[src/rtl/shake_pkg.sv]
// Shared SHAKE datapath constants and types.
// Lane width, rate sizes in lanes and buffer FSM state encoding.
package shake_pkg;

  localparam int LANE_WIDTH    = 64;
  localparam int SHAKE128_RATE = 21;
  localparam int SHAKE256_RATE = 17;

  typedef logic [LANE_WIDTH-1:0] lane_t;

  typedef enum logic {
    FILL = 1'b0,
    FULL = 1'b1
  } sipo_state_t;

endpackage

[src/rtl/sipo_buffer.sv]
// Serial-in, parallel-out block assembler for the SHAKE absorb path.
// First word lands in the most-significant slice; in_last closes early.
module sipo_buffer
  import shake_pkg::*;
#(
  parameter int WIDTH = LANE_WIDTH,
  parameter int DEPTH = SHAKE256_RATE
) (
  input  logic                       clk,
  input  logic                       rst,
  input  logic                       in_valid,
  output logic                       in_ready,
  input  logic [WIDTH-1:0]           in_data,
  input  logic                       in_last,
  output logic                       out_valid,
  input  logic                       out_ready,
  output logic [DEPTH*WIDTH-1:0]     out_data,
  output logic [$clog2(DEPTH+1)-1:0] out_words,
  output logic                       out_last
);

  localparam int CW = $clog2(DEPTH+1);

  sipo_state_t            state, state_n;
  logic [CW-1:0]          cnt, cnt_n;
  logic [DEPTH*WIDTH-1:0] data, data_n;
  logic [CW-1:0]          words, words_n;
  logic                   last, last_n;
  logic                   accept;
  logic                   drain;

  // FULL passes out_ready straight through so a drain can refill at once.
  assign in_ready  = (state == FILL) | out_ready;
  assign accept    = in_valid & in_ready;
  assign drain     = (state == FULL) & out_ready;
  assign out_valid = (state == FULL);
  assign out_data  = data;
  assign out_words = words;
  assign out_last  = last;

  always_comb begin
    state_n = state;
    cnt_n   = cnt;
    data_n  = data;
    words_n = words;
    last_n  = last;
    unique case (state)
      FILL: begin
        if (accept) begin
          for (int i = 0; i < DEPTH; i++) begin
            if (cnt == CW'(i))
              data_n[(DEPTH-i)*WIDTH-1 -: WIDTH] = in_data;
          end
          cnt_n = cnt + CW'(1);
          if ((cnt == CW'(DEPTH-1)) || in_last) begin
            state_n = FULL;
            words_n = cnt + CW'(1);
            last_n  = in_last;
          end
        end
      end
      FULL: begin
        if (drain) begin
          data_n  = '0;
          cnt_n   = '0;
          words_n = '0;
          last_n  = 1'b0;
          state_n = FILL;
          if (accept) begin
            data_n[DEPTH*WIDTH-1 -: WIDTH] = in_data;
            cnt_n = CW'(1);
            if ((DEPTH == 1) || in_last) begin
              state_n = FULL;
              words_n = CW'(1);
              last_n  = in_last;
            end
          end
        end
      end
      default: state_n = FILL;
    endcase
  end

  always_ff @(posedge clk or posedge rst) begin
    if (rst) begin
      state <= FILL;
      cnt   <= '0;
      data  <= '0;
      words <= '0;
      last  <= 1'b0;
    end else begin
      state <= state_n;
      cnt   <= cnt_n;
      data  <= data_n;
      words <= words_n;
      last  <= last_n;
    end
  end

endmodule
[config.mk]
export PLATFORM = sky130hd
export DESIGN_NAME = sipo_buffer
export DESIGN_NICKNAME = d
export VERILOG_FILES = /design/src/rtl/shake_pkg.sv /design/src/rtl/sipo_buffer.sv
export SDC_FILE = /design/constraint.sdc
export NUM_CORES = 2
export LEC_CHECK = 0
export ABC_AREA = 1
export CAP_MARGIN = 10
export CORE_AREA = 2 2 451 453
export CTS_BUF_LIST = sky130_fd_sc_hd__clkbuf_8
export CTS_CLUSTER_DIAMETER = 50
export DETAILED_ROUTE_END_ITERATION = 6
export DIE_AREA = 0 0 453 455
export REMOVE_ABC_BUFFERS = 1
export SLEW_MARGIN = 20
export SYNTH_ARGS = -nofsm -noshare
export SYNTH_HDL_FRONTEND = slang
export SYNTH_SLANG_ARGS = --single-unit
[constraint.sdc]
create_clock -name clk -period 41.3 [get_ports clk]
set_clock_uncertainty 0.05 [all_clocks]
set_input_delay 4.13 -clock clk [delete_from_list [all_inputs] [get_ports clk]]
set_output_delay 4.13 -clock clk [all_outputs]
set_load 0.005 [all_outputs]
==> out/qor.csv <==
metric;value;unit
die_area;0.206;mm^2
rsz0062_at_grt;false;
die_w;453;um
syn-cell-area;0.0438;mm^2
yosys.cell_types.count;23;
power.switching;0.00117;W
core_area;0.201;mm^2
maxSlewHeadroom;20.6;%
synth_fa_ha_area_share;0.143;%
crit_path_max_incr_delay;0.57;ns
cp_data_required_time;37.12;ns
mostFrequentLayoutCells;1,560 x nand2_1, 1,164 x clkdlybuf4s50_1, 1,099 x dfrtp_1;
finalCriticalPeriod;9.84;ns
clockBufferDepth;3;
root_buffer;clkbuf_8;
switching_share;33.5;%
mostFrequentLayoutCell;nand2_1;
area_growth_syn_to_layout;42.4;%
cts.sinks;1100;
cts_hold_buffers;0;
endpoint_kind;primary output;
post-route-period-util;23.8;%
netlist_top_cells_area;dfrtp_1 63%, nand2_1 13%, nand3_1 12%;
maxSlewViolCount;0;
final-setup-viol-count;0;
fin_util;31.0;%
dr.pass1.iters;6;
pin_count;1165;
cts_setup_buffers;0;
drive_above_1_share;8.02;%
synth_top_area_share;62.9;%
drv_cap;0;
crit_chain;clkdlybuf4s50_1, nor2_1, inv_1, clkdlybuf4s50_1;
syn-instance-count;4829;
p_leak;30.4;nW
cts_tree;yes;
synth-xor-area-share;0;%
grt_usage;20.1;%
gp_congestion;0.866;
peakVddDrop;0.0421;mV
synth_compound_area_share;4.12;%
row_count;165;
crit_path_top_delay_cell;clkdlybuf4s50_1;
hold_path_depth;2;
finalNetCount;5966;
grt_antenna_before_repair;20;
grt_pass1_vias;39700;
power.internal;0.00233;W
numCtsBuffers;199;
ys_warn_count;0;
grt_pass1_wl;298;mm
crit_fanout;3;
drt_iter0_markers;4548;
worstPathArrival;5.66;ns
criticalPathCategory;in2out;
yosys.area.top_type;dfrtp_1;
clkTransAtPathRegs;0.06;ns
setup-tns-final;0;ns
seq_power_share;40.0;%
fp.dieH;455;um
io_buffers;1164;
drc_errors;0;
start_util;21.8;%
layout.cells.non_filler;8729;
worst_pin_slew;1.19;ns
cpMostUsedCell;clkdlybuf4s50_1;
combPwrFrac;27.9;%
dr_total_vias;40900;
critPathLaunchType;primary input;
h-tree-depth;4;
placedCellCount;8363;
synth-simple-area-share;27.0;%
hpwl;147;mm
hold_path.class;reg2reg;
p_clk_share;32.1;%
r2r_cells;7;
ys_ff_latch;1100;
vias_per_cell;4.69;
hold_violations;0;
avgSynthCellArea;9.07;um^2
yosysSeqAreaShare;62.9;%
max_freq;0.102;GHz
clk_latency;0.95;ns
drt-total-wl;217;mm
overflow;0;
yosys-mux-area-fraction;0;%
wire_per_inst;24.9;um
outcome;finished, final reports clean;
cts.repair.resized;0;
power_per_cell_area;56.1;mW/mm^2
ant_nets;0;
grt_max_degree;189;
synth_top_family_by_area;simple AND/OR/NAND/NOR gates;
-- logic make-up (layout without fill, tap and decap cells) --
logic type | after synthesis | after routing
simple gates | 2793 | 2793
flops | 1100 | 1100
buf+inv | 571 | 1791
compound gates | 360 | 360
fa+ha+maj | 5 | 5
other cells | 0 | 8
-- layer usage --
metal / GRT usage, % / up-vias / part of all wire, %
li1: - / 17800 / -
met2: 32.7 / 2297 / 47
met5: 0 / - / 0.011
met4: 10.1 / 4 / 5.4
met1: 24.6 / 20300 / 39
met3: 5.38 / 527 / 8.9
-- cells in the mapped netlist --
cell and count:
nand2_1 1569, dfrtp_1 1100, nand3_1 1036, buf_2 284
o21ai_0 270, nor2_1 172, inv_1 139, clkbuf_1 93
a21oi_1 66, buf_1 33, o21ai_1 22, inv_2 12
nand4_1 8, buf_4 5, ha_1 5, buf_6 4
nor2_4 3, nor2_2 2, o22ai_1 2, inv_4 1
nand2_2 1, nand2_4 1, nand3_2 1
-- path summary, 6_finish.rpt --
path / startpoint / endpoint / slack [ns]
max: out_ready / in_ready / 31.46
min: out_data[746] / out_data[746] / 0.42
max reg2reg: out_valid / out_data[286] / 35.82
min reg2reg: out_data[746] / out_data[746] / 0.42
max in group asynchronous: rst / out_data[164] / 31.63
min in group asynchronous: rst / out_data[983] / 3.72
-- flip-flops by register name (all words and copies together) (netlist names) --
| register | flops |
|---|---|
| out_valid | 1 |
| out_data | 1088 |
| out_words | 5 |
| cnt | 5 |
| out_last | 1 |
-- critical path, delay by kind of cell --
| kind | cells | cell delay, ns |
|---|---|---|
| buffers and inverters | 3 | 1.26 |
| and+or+nand+nor | 1 | 0.27 |
-- layout make-up --
cell class	count	area, um^2
Antenna cell	8	20.0
Inverter	152	606
Clock buffer	251	3450
Timing Repair Buffer	1281	12600
Tap cell	2672	3340
Clock inverter	107	868
Fill cell	20900	139000
Sequential cell	1100	27500
Multi-Input combinational cell	3158	14000
-- through the flow --
step                      instance area [um^2]  total power (W)  hold WS (ns)  setup WS [ns]
after floorplan                          41800          0.00172         0.415           6.15
after global placement                   58000          0.00237         0.405          30.62
after detailed placement                 58000          0.00239         0.407          30.48
after CTS                                62300          0.00352         0.422          31.45
after global routing                     62300          0.00365         0.439          30.84
final                                    62300          0.00350         0.419          31.46
-- power groups by stage --
stage	clock network, W	registers [W]	logic [W]
final	0.00112	0.00140	0.000977
after global routing	0.00119	0.00142	0.00104
after CTS	0.00114	0.00140	0.000982
after detailed placement	0	0.00141	0.000978
after global placement	0	0.00141	0.000969
after floorplan	0	0.00142	0.000303
Note: power is estimated with default switching activity, not from simulation.
